$ cat src/rtl/ay_psg_if.sv
// User-port side bus of the AY-3-8910 responder: command lines, data bus, I/O pins and
// event/status signals. The port side drives commands; the chip side answers.
interface ay_psg_if;
  logic [7:0] da_in;
  logic       ay_inact;
  logic       ay_laddr;
  logic       ay_wrpsg;
  logic       ay_rdpsg;
  logic [7:0] ioa_in;
  logic [7:0] iob_in;
  logic [7:0] da_out;
  logic       da_oe;
  logic [3:0] reg_addr;
  logic       selected;
  logic       wr_strobe;
  logic [7:0] wr_data;
  logic       env_restart;
  logic [7:0] ioa_out;
  logic [7:0] iob_out;
  logic       ioa_oe;
  logic       iob_oe;
  logic       cmd_err;

  modport master (
    output da_in, ay_inact, ay_laddr, ay_wrpsg, ay_rdpsg, ioa_in, iob_in,
    input  da_out, da_oe, reg_addr, selected, wr_strobe, wr_data, env_restart,
           ioa_out, iob_out, ioa_oe, iob_oe, cmd_err
  );

  modport slave (
    input  da_in, ay_inact, ay_laddr, ay_wrpsg, ay_rdpsg, ioa_in, iob_in,
    output da_out, da_oe, reg_addr, selected, wr_strobe, wr_data, env_restart,
           ioa_out, iob_out, ioa_oe, iob_oe, cmd_err
  );
endinterface

$ cat src/rtl/ay_psg_responder.sv
// AY-3-8910 chip-side responder: synchronizes user-port commands, keeps the 16-entry PSG
// register file and answers latch/write/read with registered outputs and event pulses.
module ay_psg_responder #(
  parameter logic [3:0] CHIP_ID    = 4'h0,
  parameter bit         ADDR_CHECK = 1'b1
) (
  input logic     clk,
  input logic     rst,
  ay_psg_if.slave bus
);

  typedef enum logic [1:0] {IDLE = 2'd0, LATCH = 2'd1, WRITE = 2'd2, READ = 2'd3} state_t;

  // Writable bits per register; unimplemented high bits always read back as zero.
  function automatic logic [7:0] reg_mask(input logic [3:0] addr);
    logic [7:0] m;
    case (addr)
      4'd1, 4'd3, 4'd5, 4'd13:  m = 8'h0F;
      4'd6, 4'd8, 4'd9, 4'd10:  m = 8'h1F;
      default:                  m = 8'hFF;
    endcase
    return m;
  endfunction

  logic [3:0] cmd_s1_r, cmd_s2_r;
  logic [7:0] da_s1_r, da_s2_r;
  logic [7:0] ioa_s1_r, ioa_s2_r;
  logic [7:0] iob_s1_r, iob_s2_r;

  state_t     state_r, state_nx_s;
  logic [3:0] code_r, code_nx_s;
  logic       do_latch_s, do_write_s, err_s;
  logic       sel_ok_s;
  logic [7:0] wr_val_s, rd_val_s;

  logic [7:0] regs_r [16];
  logic [3:0] reg_addr_r;
  logic       selected_r;
  logic [7:0] da_out_r;
  logic       da_oe_r;
  logic       wr_strobe_r;
  logic [7:0] wr_data_r;
  logic       env_restart_r;
  logic       cmd_err_r;

  // Two-flop synchronizers for the command lines, data bus and I/O pins
  always_ff @(posedge clk or posedge rst) begin
    if (rst) begin
      cmd_s1_r <= 4'h0;
      cmd_s2_r <= 4'h0;
      da_s1_r  <= 8'h00;
      da_s2_r  <= 8'h00;
      ioa_s1_r <= 8'h00;
      ioa_s2_r <= 8'h00;
      iob_s1_r <= 8'h00;
      iob_s2_r <= 8'h00;
    end else begin
      cmd_s1_r <= {bus.ay_inact, bus.ay_laddr, bus.ay_wrpsg, bus.ay_rdpsg};
      cmd_s2_r <= cmd_s1_r;
      da_s1_r  <= bus.da_in;
      da_s2_r  <= da_s1_r;
      ioa_s1_r <= bus.ioa_in;
      ioa_s2_r <= ioa_s1_r;
      iob_s1_r <= bus.iob_in;
      iob_s2_r <= iob_s1_r;
    end
  end

  // State and last-accepted command code; the code lets a held command act only once
  always_ff @(posedge clk or posedge rst) begin
    if (rst) begin
      state_r <= IDLE;
      code_r  <= 4'h0;
    end else begin
      state_r <= state_nx_s;
      code_r  <= code_nx_s;
    end
  end

  // Next-state decode: a code counts once it agrees across both sync stages and is new
  always_comb begin
    state_nx_s = state_r;
    code_nx_s  = code_r;
    do_latch_s = 1'b0;
    do_write_s = 1'b0;
    err_s      = 1'b0;
    if ((cmd_s1_r == cmd_s2_r) && (cmd_s2_r != code_r)) begin
      code_nx_s = cmd_s2_r;
      case (cmd_s2_r)
        4'b0000, 4'b1000: state_nx_s = IDLE;
        4'b0100: begin state_nx_s = LATCH; do_latch_s = 1'b1; end
        4'b0010: begin state_nx_s = WRITE; do_write_s = 1'b1; end
        4'b0001: state_nx_s = READ;
        default: begin state_nx_s = IDLE; err_s = 1'b1; end
      endcase
    end else begin
      state_nx_s = state_r;
    end
  end

  // Latch selection, masked write value and read mux with I/O port bypass
  always_comb begin
    sel_ok_s = (!ADDR_CHECK) || (da_s2_r[7:4] == CHIP_ID);
    wr_val_s = da_s2_r & reg_mask(reg_addr_r);
    case (reg_addr_r)
      4'd14:   rd_val_s = regs_r[7][6] ? regs_r[14] : ioa_s2_r;
      4'd15:   rd_val_s = regs_r[7][7] ? regs_r[15] : iob_s2_r;
      default: rd_val_s = regs_r[reg_addr_r];
    endcase
  end

  // Register file, address latch and all registered outputs
  always_ff @(posedge clk or posedge rst) begin
    if (rst) begin
      for (int i = 0; i < 16; i++) regs_r[i] <= 8'h00;
      reg_addr_r    <= 4'h0;
      selected_r    <= 1'b1;
      da_out_r      <= 8'h00;
      da_oe_r       <= 1'b0;
      wr_strobe_r   <= 1'b0;
      wr_data_r     <= 8'h00;
      env_restart_r <= 1'b0;
      cmd_err_r     <= 1'b0;
    end else begin
      wr_strobe_r   <= 1'b0;
      env_restart_r <= 1'b0;
      cmd_err_r     <= err_s;
      if (do_latch_s) begin
        if (sel_ok_s) begin
          selected_r <= 1'b1;
          reg_addr_r <= da_s2_r[3:0];
        end else begin
          selected_r <= 1'b0;
        end
      end
      if (do_write_s && selected_r) begin
        regs_r[reg_addr_r] <= wr_val_s;
        wr_data_r          <= wr_val_s;
        wr_strobe_r        <= 1'b1;
        env_restart_r      <= (reg_addr_r == 4'd13);
      end
      if ((state_nx_s == READ) && selected_r) begin
        da_oe_r  <= 1'b1;
        da_out_r <= rd_val_s;
      end else begin
        da_oe_r  <= 1'b0;
        da_out_r <= 8'h00;
      end
    end
  end

  assign bus.da_out      = da_out_r;
  assign bus.da_oe       = da_oe_r;
  assign bus.reg_addr    = reg_addr_r;
  assign bus.selected    = selected_r;
  assign bus.wr_strobe   = wr_strobe_r;
  assign bus.wr_data     = wr_data_r;
  assign bus.env_restart = env_restart_r;
  assign bus.ioa_out     = regs_r[14];
  assign bus.iob_out     = regs_r[15];
  assign bus.ioa_oe      = regs_r[7][6];
  assign bus.iob_oe      = regs_r[7][7];
  assign bus.cmd_err     = cmd_err_r;

endmodule
$ cat src/flat_wrapper.sv
// flat-port wrapper written by rule: the top's interface ports become plain ports
module ay_psg_responder_flat 
#(
  parameter logic [3:0] CHIP_ID    = 4'h0,
  parameter bit         ADDR_CHECK = 1'b1
)
  (clk, rst, bus_da_in, bus_ay_inact, bus_ay_laddr, bus_ay_wrpsg, bus_ay_rdpsg, bus_ioa_in, bus_iob_in, bus_da_out, bus_da_oe, bus_reg_addr, bus_selected, bus_wr_strobe, bus_wr_data, bus_env_restart, bus_ioa_out, bus_iob_out, bus_ioa_oe, bus_iob_oe, bus_cmd_err);
  ay_psg_if bus_i ();
  input logic clk;
  input logic rst;
  input wire logic [$bits(bus_i.da_in)-1:0] bus_da_in;
  input wire logic [$bits(bus_i.ay_inact)-1:0] bus_ay_inact;
  input wire logic [$bits(bus_i.ay_laddr)-1:0] bus_ay_laddr;
  input wire logic [$bits(bus_i.ay_wrpsg)-1:0] bus_ay_wrpsg;
  input wire logic [$bits(bus_i.ay_rdpsg)-1:0] bus_ay_rdpsg;
  input wire logic [$bits(bus_i.ioa_in)-1:0] bus_ioa_in;
  input wire logic [$bits(bus_i.iob_in)-1:0] bus_iob_in;
  output wire logic [$bits(bus_i.da_out)-1:0] bus_da_out;
  output wire logic [$bits(bus_i.da_oe)-1:0] bus_da_oe;
  output wire logic [$bits(bus_i.reg_addr)-1:0] bus_reg_addr;
  output wire logic [$bits(bus_i.selected)-1:0] bus_selected;
  output wire logic [$bits(bus_i.wr_strobe)-1:0] bus_wr_strobe;
  output wire logic [$bits(bus_i.wr_data)-1:0] bus_wr_data;
  output wire logic [$bits(bus_i.env_restart)-1:0] bus_env_restart;
  output wire logic [$bits(bus_i.ioa_out)-1:0] bus_ioa_out;
  output wire logic [$bits(bus_i.iob_out)-1:0] bus_iob_out;
  output wire logic [$bits(bus_i.ioa_oe)-1:0] bus_ioa_oe;
  output wire logic [$bits(bus_i.iob_oe)-1:0] bus_iob_oe;
  output wire logic [$bits(bus_i.cmd_err)-1:0] bus_cmd_err;
  assign bus_i.da_in = bus_da_in;
  assign bus_i.ay_inact = bus_ay_inact;
  assign bus_i.ay_laddr = bus_ay_laddr;
  assign bus_i.ay_wrpsg = bus_ay_wrpsg;
  assign bus_i.ay_rdpsg = bus_ay_rdpsg;
  assign bus_i.ioa_in = bus_ioa_in;
  assign bus_i.iob_in = bus_iob_in;
  assign bus_da_out = bus_i.da_out;
  assign bus_da_oe = bus_i.da_oe;
  assign bus_reg_addr = bus_i.reg_addr;
  assign bus_selected = bus_i.selected;
  assign bus_wr_strobe = bus_i.wr_strobe;
  assign bus_wr_data = bus_i.wr_data;
  assign bus_env_restart = bus_i.env_restart;
  assign bus_ioa_out = bus_i.ioa_out;
  assign bus_iob_out = bus_i.iob_out;
  assign bus_ioa_oe = bus_i.ioa_oe;
  assign bus_iob_oe = bus_i.iob_oe;
  assign bus_cmd_err = bus_i.cmd_err;
  ay_psg_responder #(.CHIP_ID(CHIP_ID), .ADDR_CHECK(ADDR_CHECK)) u_core (.clk(clk), .rst(rst), .bus(bus_i));
endmodule
$ cat config.mk
export PLATFORM = sky130hd
export DESIGN_NAME = ay_psg_responder_flat
export DESIGN_NICKNAME = d
export VERILOG_FILES = /design/src/rtl/ay_psg_if.sv /design/src/rtl/ay_psg_responder.sv /design/src/flat_wrapper.sv
export SDC_FILE = /design/constraint.sdc
export NUM_CORES = 1
export LEC_CHECK = 0
export BUFFER_PORTS_ARGS = -buffer_cell sky130_fd_sc_hd__buf_2
export CAP_MARGIN = 20
export CORE_ASPECT_RATIO = 0.6
export CORE_UTILIZATION = 40
export DETAILED_ROUTE_END_ITERATION = 10
export SLEW_MARGIN = 20
export SYNTH_ARGS = -nofsm -noshare
export SYNTH_HDL_FRONTEND = slang
export SYNTH_SLANG_ARGS = --single-unit
$ cat constraint.sdc
create_clock -name clk -period 9.3 [get_ports clk]
set_clock_uncertainty 0.05 [all_clocks]
set_input_delay 0 -clock clk [delete_from_list [all_inputs] [get_ports clk]]
set_output_delay 0 -clock clk [all_outputs]
set_load 0.1 [all_outputs]
==> flow_metrics.py <==
metrics = {
    "final_layout": {
        "layout_commonest_cell": "dfrtp_1",
        "drive_gt1_share_pct": 31.3,
        "fin_area_um2": 10600,
        "finalNetCount": 790,
        "n_antenna_cell": 0,
        "final_cell_mix": "213 x dfrtp_1, 78 x mux2_2, 78 x nand2_1",
        "area_growth_pct": 15.4,
    },
    "global_route": {
        "first_global_vias": 5878,
        "antenna_found_initial": 0,
        "globalRouteOverflowTotal": 0,
        "grt_usage_pct": 19.3,
        "grt_max_degree": 142,
        "grt_pass1_wl_um": 34900,
    },
    "sta": {
        "slew_headroom_pct": 36.8,
        "tns_ns": 0,
        "max_clock_freq_mhz": 323,
        "timing.final.crit_share_pct": 33.3,
        "rsz0062_at_grt": "false",
        "worst_pin_slew_ns": 0.948,
        "hold_viol_final": 0,
        "final_max_slew_viol_count": 0,
        "min_period_ns": 3.09,
        "setup_viol": 0,
    },
    "route": {
        "vias": 5775,
        "wirelength_um": 21900,
        "final_antenna_net_count": 0,
        "firstDrtPassIters": 7,
        "wl_per_cell_um": 20.4,
        "drtIter0Drc": 418,
        "vias_per_cell": 5.36,
        "drc_errors": 0,
    },
    "worst_setup_path": {
        "cpLargestDelayFamily": "compound AO/OA/AOI/OAI gates",
        "slowest_delay_ns": 0.71,
        "cpMaxStageDelayCell": "o31ai_1",
        "crit_buf_inv": 1,
        "arrival_ns": 3.43,
        "startpoint_type": "flip-flop",
        "required_ns": 9.64,
        "crit_path_max_fanout": 31,
        "crit_path_end_kind": "flip-flop",
        "path_cells": "buf_4, nor2b_1, o31ai_1, nand2_1, o21ai_0",
        "worstSetupPathType": "reg2reg",
    },
    "floorplanning": {
        "design.portCount": 73,
        "row_count": 42,
        "die_height_um": 120,
        "initial_utilization_pct": 41.3,
        "die_w_um": 198,
        "dieArea_um2": 23700,
        "core_um2": 22300,
    },
    "clocking": {
        "htreeDepth": 1,
        "worstSkewPairLatency_ns": 0.50,
        "cts_root_buf": "clkbuf_16",
        "holdBufCountCts": 29,
        "cts_tree": "done",
        "clock-sinks": 215,
        "clockBufferDepth": 3,
        "cts.clk_slew.worst_paths_ns": 0.06,
        "cts_setup_buffers": 0,
        "numCtsBuffers": 21,
        "ctsResizeCount": 0,
    },
    "synth": {
        "yosysWarnings": 0,
        "syn-cell-area_um2": 9230,
        "synth_edf_count": 0,
        "syn_nets": 725,
        "ys_seq_area_share_pct": 58.3,
        "ys_async_sr_fraction_pct": 100,
        "syn_avg_cell_area_um2": 13.4,
        "netlist_instances": 690,
        "ys_types": 41,
        "synthFlopType": "dfrtp_1",
        "ys_seq_elements": 215,
    },
    "placement": {
        "dp_hpwl_um": 14600,
        "place_congestion": 0.818,
        "io_buffers": 72,
        "place_area_um2": 9680,
    },
    "flow_run": {
        "maxCapViolCount": 0,
    },
    "power": {
        "ir_drop_mv": 0.113,
        "power.density_nw_per_um2": 180,
        "leakage_nw": 4.85,
    },
    "status": {
        "status": "completed",
    },
    "worst_hold_path": {
        "min_path_type": "in2reg",
    },
}
## synthesized netlist by cell type (5+ instances only)
library cell	n	share of area, %
nand4_1	8	0.54
nand4_4	9	2.1
and3_1	5	0.34
nor2_1	5	0.20
mux4_2	32	7.8
mux2i_1	15	1.6
o21ai_0	69	3.7
and2_1	19	1.3
mux2_2	78	9.5
clkbuf_1	26	1.1
nor3_1	11	0.60
nor2b_1	11	0.75
buf_4	19	1.5
inv_1	9	0.37
nand3_1	6	0.33
o221ai_1	7	0.66
dfrtp_1	214	58
nand2_1	78	3.2
a211oi_1	8	0.65
a311oi_1	7	0.66
ha_1	5	0.68
xnor2_1	6	0.57
buf_2	16	0.87
## report_power, final
part / internal [mW] / total, mW / switching [mW] / leakage (nW)
clock: 0.490 / 0.844 / 0.354 / 0.343
sequential: 0.958 / 0.978 / 0.0208 / 2.86
combinational: 0.0357 / 0.0946 / 0.0589 / 1.65
## layer usage
| layer | vias up | global-route usage (%) | routed length, um |
|---|---|---|---|
| met5 | - | 0 | 0 |
| met4 | 0 | 3.97 | 360 |
| met3 | 25 | 4.05 | 1390 |
| met2 | 163 | 26.7 | 9240 |
| met1 | 3006 | 30.7 | 10900 |
| li1 | 2581 | - | - |
## cells by family after synthesis
group           count (synthesis)  synth area share (%)
compound gates                 98                  6.41
xor+xnor                       10                 0.949
fa+ha+maj                       6                 0.786
buf+inv                        77                  4.36
flops                         215                  58.3
mux                           125                  19.0
simple gates                  159                  10.2
## sequential cells by signal (all words and copies together) (netlist names), 2 cells and up
name	cells
u_core.da_s2_r	8
u_core.da_s1_r	8
u_core.code_r	4
u_core.bus.ioa_out	8
u_core.iob_s2_r	8
u_core.bus.iob_out	8
u_core.cmd_s2_r	4
u_core.iob_s1_r	8
u_core.regs_r	110
u_core.ioa_s1_r	8
u_core.bus.reg_addr	4
u_core.cmd_s1_r	4
u_core.bus.da_out	8
u_core.state_r	2
u_core.ioa_s2_r	8
u_core.bus.wr_data	8
## path summary, 6_finish.rpt
path | startpoint | to | slack [ns] | cells past startpoint
setup / recovery | u_core.bus.reg_addr[2]$_DFFE_PP0P_ | u_core.regs_r[45]$_DFFE_PP0P_ | 6.21 | 5
hold / removal | bus_ioa_in[5] | u_core.ioa_s1_r[5]$_DFF_PP0_ | 0.09 | 2
setup reg to reg | u_core.bus.reg_addr[2]$_DFFE_PP0P_ | u_core.regs_r[45]$_DFFE_PP0P_ | 6.21 | 5
hold reg to reg | u_core.da_s1_r[2]$_DFF_PP0_ | u_core.da_s2_r[2]$_DFF_PP0_ | 0.30 | 0
max in group asynchronous | rst | u_core.cmd_s2_r[0]$_DFF_PP0_ | 7.45 | 4
min in group asynchronous | rst | u_core.bus.wr_strobe$_DFF_PP0_ | 0.19 | 3
## cell type report
type                       count  area [um^2]
clock inverter                 7         60.1
tap                          308          385
fill                        1983        11700
multi-input combinational    398         3450
timing repair buffer         109          711
clock buffer                  30          619
sequential                   215         5380
inverter                      10         45.0
## through the flow
stage,util (%),hold slack (ns),power [mW],setup WS (ns),cells
finish,47.7,0.0870,1.92,6.21,1077
global route,47.7,0.0711,1.99,5.92,1077
CTS,47.7,0.0631,1.94,6.27,1077
detailed placement,43.3,0.0597,1.08,6.27,1011
global placement,43.3,0.0598,1.08,6.34,1011
floorplan,-,-0.0186,1.05,3.37,690
Note: power is estimated with default switching activity, not from simulation.
